==> config.mk <==
export PLATFORM = sky130hd
export DESIGN_NAME = fsm_input_conditioner_flat
export DESIGN_NICKNAME = d
export VERILOG_FILES = /design/src/rtl/fsm_input_conditioner_if.sv /design/src/rtl/fsm_input_conditioner.sv /design/src/flat_wrapper.sv
export SDC_FILE = /design/constraint.sdc
export NUM_CORES = 1
export LEC_CHECK = 0
export ABC_AREA = 1
export BUFFER_PORTS_ARGS = -buffer_cell sky130_fd_sc_hd__buf_4
export CORE_UTILIZATION = 39
export DETAILED_ROUTE_END_ITERATION = 7
export GPL_ROUTABILITY_DRIVEN = 0
export PLACE_DENSITY = 0.66
export SLEW_MARGIN = 20
export SYNTH_ARGS = -nofsm -noshare
export SYNTH_HDL_FRONTEND = slang
export SYNTH_SLANG_ARGS = --single-unit
export TNS_END_PERCENT = 50
==> constraint.sdc <==
create_clock -name clk -period 2.4 [get_ports clk]
set_clock_uncertainty 0.15 [all_clocks]
set_input_delay 0.12 -clock clk [delete_from_list [all_inputs] [get_ports clk]]
set_output_delay 0.12 -clock clk [all_outputs]
set_load 0.02 [all_outputs]
==> src/rtl/fsm_input_conditioner_if.sv <==
// Signal bundle between the raw board inputs and the sequence FSM front end.
// The master side drives the raw pins; the slave side is the conditioner.
interface fsm_input_conditioner_if #(
   parameter int SW_WIDTH = 4
) ();
   logic                key_n;
   logic [SW_WIDTH-1:0] sw_in;
   logic                tick_1hz;
   logic                load_pulse;
   logic                key_level;
   logic [SW_WIDTH-1:0] sw_sync;

   modport master (
      output key_n, sw_in,
      input  tick_1hz, load_pulse, key_level, sw_sync
   );

   modport slave (
      input  key_n, sw_in,
      output tick_1hz, load_pulse, key_level, sw_sync
   );
endinterface

==> src/rtl/fsm_input_conditioner.sv <==
// Input front end for the sequence FSM. It produces a 1 Hz step enable, a
// debounced KEY0 load strobe and synchronised switches, all in the clk domain.
module fsm_input_conditioner #(
   parameter int TICK_DIV        = 50_000_000,
   parameter int DEBOUNCE_CYCLES = 500_000,
   parameter int SW_WIDTH        = 4
) (
   input  logic                   clk,
   input  logic                   reset,
   fsm_input_conditioner_if.slave bus
);
   localparam int PRE_W = $clog2(TICK_DIV);
   localparam int CNT_W = $clog2(DEBOUNCE_CYCLES) + 1;
   localparam logic [PRE_W-1:0] PRE_LAST = PRE_W'(TICK_DIV - 1);
   localparam logic [CNT_W-1:0] CNT_LAST = CNT_W'(DEBOUNCE_CYCLES - 1);

   typedef enum logic [1:0] {
      IDLE,
      PRESS_WAIT,
      PRESSED,
      RELEASE_WAIT
   } deb_state_t;

   logic                key_meta;
   logic                key_s;
   logic [SW_WIDTH-1:0] sw_meta;
   logic [SW_WIDTH-1:0] sw_q;
   deb_state_t          state;
   logic [CNT_W-1:0]    cnt;
   logic                load_q;
   logic                level_q;
   logic [PRE_W-1:0]    presc;
   logic                tick_q;
   logic                load_fire;

   // NOTE: non-blocking assignments let every flop sample the pre-edge value,
   // which is what makes the two-stage synchroniser a real two-stage chain.
   always_ff @(posedge clk or posedge reset) begin
      if (reset) begin
         key_meta <= 1'b1;
         key_s    <= 1'b1;
         sw_meta  <= '0;
         sw_q     <= '0;
      end else begin
         key_meta <= bus.key_n;
         key_s    <= key_meta;
         sw_meta  <= bus.sw_in;
         sw_q     <= sw_meta;
      end
   end

   // The edge on which the debouncer accepts a press; shared with the prescaler.
   assign load_fire = (state == PRESS_WAIT) && !key_s && (cnt == CNT_LAST);

   always_ff @(posedge clk or posedge reset) begin
      if (reset) begin
         state   <= IDLE;
         cnt     <= '0;
         load_q  <= 1'b0;
         level_q <= 1'b0;
      end else begin
         load_q <= 1'b0;
         unique case (state)
            IDLE: begin
               if (!key_s) begin
                  state <= PRESS_WAIT;
                  cnt   <= '0;
               end
            end
            PRESS_WAIT: begin
               if (key_s) begin
                  state <= IDLE;
                  cnt   <= '0;
               end else if (load_fire) begin
                  state   <= PRESSED;
                  load_q  <= 1'b1;
                  level_q <= 1'b1;
               end else begin
                  cnt <= cnt + 1'b1;
               end
            end
            PRESSED: begin
               if (key_s) begin
                  state <= RELEASE_WAIT;
                  cnt   <= '0;
               end
            end
            RELEASE_WAIT: begin
               if (!key_s) begin
                  state <= PRESSED;
                  cnt   <= '0;
               end else if (cnt == CNT_LAST) begin
                  state   <= IDLE;
                  level_q <= 1'b0;
               end else begin
                  cnt <= cnt + 1'b1;
               end
            end
            default: state <= IDLE;
         endcase
      end
   end

   // A load restarts the step period so the FSM never sees load and step together.
   always_ff @(posedge clk or posedge reset) begin
      if (reset) begin
         presc  <= '0;
         tick_q <= 1'b0;
      end else if (load_fire) begin
         presc  <= '0;
         tick_q <= 1'b0;
      end else if (presc == PRE_LAST) begin
         presc  <= '0;
         tick_q <= 1'b1;
      end else begin
         presc  <= presc + 1'b1;
         tick_q <= 1'b0;
      end
   end

   assign bus.tick_1hz   = tick_q;
   assign bus.load_pulse = load_q;
   assign bus.key_level  = level_q;
   assign bus.sw_sync    = sw_q;
endmodule

==> src/flat_wrapper.sv <==
// flat-port wrapper written by rule: the top's interface ports become plain ports
module fsm_input_conditioner_flat 
#(
   parameter int TICK_DIV        = 50_000_000,
   parameter int DEBOUNCE_CYCLES = 500_000,
   parameter int SW_WIDTH        = 4
)
  (clk, reset, bus_key_n, bus_sw_in, bus_tick_1hz, bus_load_pulse, bus_key_level, bus_sw_sync);
  fsm_input_conditioner_if #(.SW_WIDTH(SW_WIDTH)) bus_i ();
  input  logic clk;
  input  logic reset;
  input wire logic [$bits(bus_i.key_n)-1:0] bus_key_n;
  input wire logic [$bits(bus_i.sw_in)-1:0] bus_sw_in;
  output wire logic [$bits(bus_i.tick_1hz)-1:0] bus_tick_1hz;
  output wire logic [$bits(bus_i.load_pulse)-1:0] bus_load_pulse;
  output wire logic [$bits(bus_i.key_level)-1:0] bus_key_level;
  output wire logic [$bits(bus_i.sw_sync)-1:0] bus_sw_sync;
  assign bus_i.key_n = bus_key_n;
  assign bus_i.sw_in = bus_sw_in;
  assign bus_tick_1hz = bus_i.tick_1hz;
  assign bus_load_pulse = bus_i.load_pulse;
  assign bus_key_level = bus_i.key_level;
  assign bus_sw_sync = bus_i.sw_sync;
  fsm_input_conditioner #(.TICK_DIV(TICK_DIV), .DEBOUNCE_CYCLES(DEBOUNCE_CYCLES), .SW_WIDTH(SW_WIDTH)) u_core (.clk(clk), .reset(reset), .bus(bus_i));
endmodule
Yosys cells after proc, flatten, opt, wreduce, memory -nomap -nowiden

Index checks and enable logic that the tools add are counted.

Add/subtract/negate cells: 2
Equal/unequal tests: 15
Mux-type cells: 26
Reduce and logical (&&, ||, !) cells: 8

Operators by type and width:

| cell                    | count |
|---|---|
| $mux W20                | 6 |
| $pmux W20 S4            | 1 |
| $mux W26                | 2 |
| $add A26 B1 Y26 const B | 1 |
| $eq A26 B26 Y1 const B  | 1 |
| $add A20 B1 Y20 const B | 1 |
| $eq A20 B19 Y1 const B  | 1 |
| $mux W2                 | 6 |
| $mux W1                 | 9 |
| $ne A2 B1 Y1 const B    | 4 |
| $pmux W2 S4             | 1 |
| $reduce_and A4 Y1       | 2 |
| $ne A3 B3 Y1 const B    | 2 |
| $reduce_and A5 Y1       | 1 |
| $eq A2 B2 Y1 const B    | 2 |
| $ne A2 B2 Y1 const B    | 2 |
| $ne A3 B1 Y1 const B    | 1 |
| $ne A3 B2 Y1 const B    | 1 |
| $eq A2 B1 Y1 const B    | 1 |
| $logic_and A1 B1 Y1     | 2 |
| $logic_not A2 Y1        | 1 |
| $pmux W1 S2             | 1 |
| $reduce_bool A2 Y1      | 1 |
| $logic_not A1 Y1        | 1 |

Bits in registers: 61

Longest topological paths before layout

Depth in word-level cells: 6
Gate-level depth with buffers: 11

Worst setup path after synthesis

OpenSTA, ideal clock, no wires.

Kind: reg-to-reg
Start point: register u_core.cnt[0]
End point: register u_core.presc[19]
Library setup time: 0.122 ns
Arrival: 1.360 ns
Required time: 2.128 ns
Path slack: 0.768 ns
Cell stages (with the launch flop): 9
Period minus slack after synthesis: 1.632 ns
Cells stage by stage: dfrtp_1 -> ha_1 -> nand3_1 -> nor2_2 -> inv_1 -> nor3_1 -> nand3_1 -> nand2_2 -> nor2_1

Word-level cells in the longest chain between the ends: 3

Ends and longest elaborated chain:

| element                | line                         | source |
|---|---|---|
| from (decl)            | fsm_input_conditioner.sv:29  | `logic [CNT_W-1:0] cnt;` |
| from (signal assigned) | fsm_input_conditioner.sv:79  | `cnt <= cnt + 1'b1;` |
| from (signal assigned) | fsm_input_conditioner.sv:96  | `cnt <= cnt + 1'b1;` |
| $eq A20 B19 Y1         | fsm_input_conditioner.sv:53  | `assign load_fire = (state == PRESS_WAIT) && !key_s && (cnt == CNT_LAST);` |
| $logic_and A1 B1 Y1    | fsm_input_conditioner.sv:53  |  |
| $mux W26               | fsm_input_conditioner.sv:109 | `end else if (load_fire) begin` |
| to (signal assigned)   | fsm_input_conditioner.sv:116 | `presc <= presc + 1'b1;` |
| to (decl)              | fsm_input_conditioner.sv:32  | `logic [PRE_W-1:0] presc;` |

Every way passes these cells.
A chain may end at the register's enable or synchronous reset.

Final worst setup path

Start point: register u_core.key_s
End point: register u_core.cnt[15]

Word-level cells in the longest chain between the ends: 5
Elaborated cells between the ends (all ways): 11
Those cells by class: eq/ne (4); mux (3); reduce/logical (4)

Ends and longest elaborated chain:

| element                            | line                        | source |
|---|---|---|
| from (decl)                        | fsm_input_conditioner.sv:25 | `logic key_s;` |
| from (signal assigned)             | fsm_input_conditioner.sv:46 | `key_s <= key_meta;` |
| $logic_not A1 Y1                   | fsm_input_conditioner.sv:53 |  |
| $logic_and A1 B1 Y1 (2 in a row)   | fsm_input_conditioner.sv:53 |  |
| $ne A3 B2 Y1 (no source line)      | -                           |  |
| $reduce_and A4 Y1 (no source line) | -                           |  |

Several ways; a longest one is shown, not always the timed one.

==> results.ini <==
[status]
status = completed

[setup_path]
r2r-start = u_core.key_s
ff2ff_setup_slack_ns = 0.20
critPathArrivalTime_ns = 2.33
cp_max_fo = 18
path_class = flip-flop to flip-flop
worst-r2r-cell-count = 10
critical_path.cell_chain = inv_2, nand2_1, nand2_2, nor2_8, nand4_4, nand2_4, inv_2, nand2_1, o21ai_1, inv_1
cp_data_required_time_ns = 2.53
max_stage_delay_ns = 0.69
r2r_end = u_core.cnt[15]
setup.worst_path.end_class = flip-flop
crit_slowest_cell = dfstp_2
startpoint_type = flip-flop

[power]
irDropWorstVdd_uv = 258
power_uw = 1940
power.leakage_uw = 0.00184
p_per_area_nw_per_um2 = 483

[synth]
netlist_area_um2 = 3580
ys_warn_count = 0
netlist_instances = 487
synth_top_area_share_pct = 41.2
synth_compound_area_share_pct = 2.45
synth_top_cell_by_area = dfrtp_1
synth.distinct_cells = 35
ys_seq_area_share_pct = 42.7
syn_nets = 496
synth_top_family_by_area = simple AND/OR/NAND/NOR gates
synthMuxAreaShare_pct = 0
synth_simple_gate_area_share_pct = 41.9
ys_seq_elements = 61
syn_avg_cell_area_um2 = 7.35
synthXorXnorAreaFrac_pct = 3.91
synth.area.top_cells = dfrtp_1 41%, nand2_1 11%, nand3_1 7.7%
synth_fa_ha_area_share_pct = 0.699

[clocking]
clk-insertion-delay-late_ns = 0.34
cts_setup_buffers = 0
cts_root_buf = clkbuf_8
cts_tree = yes
clkTransAtPathRegs_ns = 0.07
htree_levels = 3
clk_path_buf_depth = 2
cts_buffers = 9
cts.sinks = 61

[global_route]
grt_first_pass_wirelength_um = 15400
antenna_found_initial = 0
grt_pass1_vias = 3332
grt_max_degree = 30
track_usage_pct = 20.1
gr-total-overflow = 0

[hold_path]
min_to = u_core.bus.sw_sync[2]
hold_depth = 0
min_from = u_core.sw_meta[2]
hold_class = flip-flop to flip-flop

[die]
dieArea_um2 = 9570
io_pins = 14
die_h_um = 97.8
start_util_pct = 40.7
num_rows = 34
core_area_um2 = 8810
die_w_um = 97.8

[timing]
timing.final.ws_setup_ns = 0.200
worst_slew_pin_slew_ns = 0.634
slew_viol_final = 0
relSlewSlack_pct = 57.7
fin_crit_sh_pct = 91.7
hold_violations = 0
finalSetupTns_ns = 0
fmax_mhz = 455
rsz0062_at_grt = no
setup_violations = 0
fin_crit_ns = 2.20

[layout]
drive_gt1_share_pct = 12.4
nFillCells = 879
diodes = 0
finalNetCount = 522
syn_to_final_growth_pct = 12.3
final_core_util_pct = 45.7

[route]
drcViolationCount = 0
postRouteWirelength_um = 8900
wire_per_inst_um = 14.2
antenna_left = 0
first_iter_violations = 199
vias = 3338
firstDrtPassIters = 6
vias_per_cell = 5.33

[job]
maxCapViolCount = 0

[placement]
hpwlAfterDp_um = 6540
place_ws_ns = 0.221
port-buffer-count = 13

[per-stage QoR]
step                      hold WS, ns  instances  instance area (um2)
after floorplan               -0.0255        487                 3580
after global placement         0.0798        604                 3790
after detailed placement       0.0803        604                 3790
after CTS                       0.202        626                 4020
after global routing            0.210        626                 4020
final                           0.202        626                 4020
[kinds of logic after synthesis]
| group | after synthesis |
|---|---|
| buf+inv | 75 |
| xor+xnor | 16 |
| flops | 61 |
| simple gates | 317 |
| fa+ha+maj | 2 |
| compound gates | 16 |
[worst max-delay path: cells and delay by family, from the launching register on]
| kind | cells | cell delay [ns] |
|---|---|---|
| flip-flops | 1 | 0.69 |
| AND/OR/NAND/NOR | 6 | 0.85 |
| AO/OA/AOI/OAI | 1 | 0.06 |
| buffers and inverters | 3 | 0.37 |
[layout make-up]
type | count | area [um2] | area share [%]
timing repair buffer | 22 | 180 | 4.48
multi-input combinational | 351 | 1750 | 43.6
clock buffer | 11 | 141 | 3.52
tap | 108 | 135 | 3.36
clock inverter | 5 | 27.5 | 0.685
inverter | 68 | 256 | 6.38
sequential | 61 | 1530 | 38.0
[where the power goes]
group          switching [uW]  internal [uW]  total (uW)  leakage (uW)
Clock                     404            395         799     0.0000889
Combinational            61.8           30.5        92.3      0.000939
Sequential               9.80           1040        1050      0.000809
Total                     475           1470        1940       0.00184
[cells in the mapped netlist]
cell / count
o21ai_1: 2
o22ai_1: 1
buf_6: 2
dfstp_2: 2
nor3b_2: 1
nand2_2: 8
o311ai_0: 1
ha_1: 2
nand4_4: 1
or2_2: 2
nand2_1: 108
nand2_4: 1
nor2_1: 73
nor2_8: 1
and2_1: 1
clkinv_2: 1
nor3b_1: 2
o21ai_0: 2
nor3_1: 15
nor2_4: 2
nand3_1: 55
dfrtp_1: 59
nor4_1: 3
nor2_2: 7
nor3_2: 1
a21oi_1: 9
inv_1: 61
buf_2: 2
nand4_1: 36
clkinv_1: 1
o21bai_1: 1
clkbuf_1: 3
inv_2: 5
xor2_1: 11
xnor2_1: 5
[worst max path at each step]
| stage | start | end | slack (ns) | depth (start not counted) |
|---|---|---|---|---|
| 6_report | u_core.key_s | u_core.cnt[15] | 0.20 | 10 |
| 4_1_cts | u_core.key_s | u_core.cnt[4] | 0.22 | 9 |
| 2_1_floorplan | reset | asynchronous set/reset pin | 0.62 | 1 |
| 3_3_place_gp | u_core.key_s | u_core.cnt[15] | 0.31 | 10 |
| 5_1_grt | u_core.key_s | u_core.cnt[3] | 0.04 | 9 |
| 3_5_place_dp | u_core.key_s | u_core.cnt[4] | 0.22 | 9 |
[flip-flops by register name (all words and copies together) (netlist names), named ones only]
signal and count:
u_core.bus.tick_1hz 1, u_core.bus.sw_sync 4, u_core.presc 26, u_core.key_meta 1, u_core.state 1, u_core.sw_meta 4, u_core.key_s 1, u_core.bus.load_pulse 1
u_core.cnt 20, u_core.bus.key_level 1
[what timing repair did]
item | CTS | global route
endpoints found under the hold margin | 32 | 0
resized for setup | 0 | 0
hold buffers | 6 | 0
[placed cells by master, fill, tap and decap left out, types with 2 or more instances in the layout]
cell type	Yosys	final
nand2_1	108	108
nor2_1	73	73
inv_1	61	60
dfrtp_1	59	59
nand3_1	55	55
nand4_1	36	36
buf_4	0	16
nor3_1	15	15
xor2_1	11	11
clkbuf_8	0	10
a21oi_1	9	9
nand2_2	8	8
nor2_2	7	7
inv_2	5	6
dlygate4sd3_1	0	6
clkinv_2	1	5
xnor2_1	5	5
nor4_1	3	3
o21ai_0	2	2
o21ai_1	2	2
nor2_4	2	2
nor3b_1	2	2
or2_2	2	2
ha_1	2	2
dfstp_2	2	2
[layer usage]
metal	share of wire [%]	routed length, um	GRT usage [%]
met2	48	4280	34.0
met4	2.9	260	9.44
met5	0	0	0
met3	6.4	570	4.22
met1	43	3790	24.4
Power figures use the tool's default switching activity.
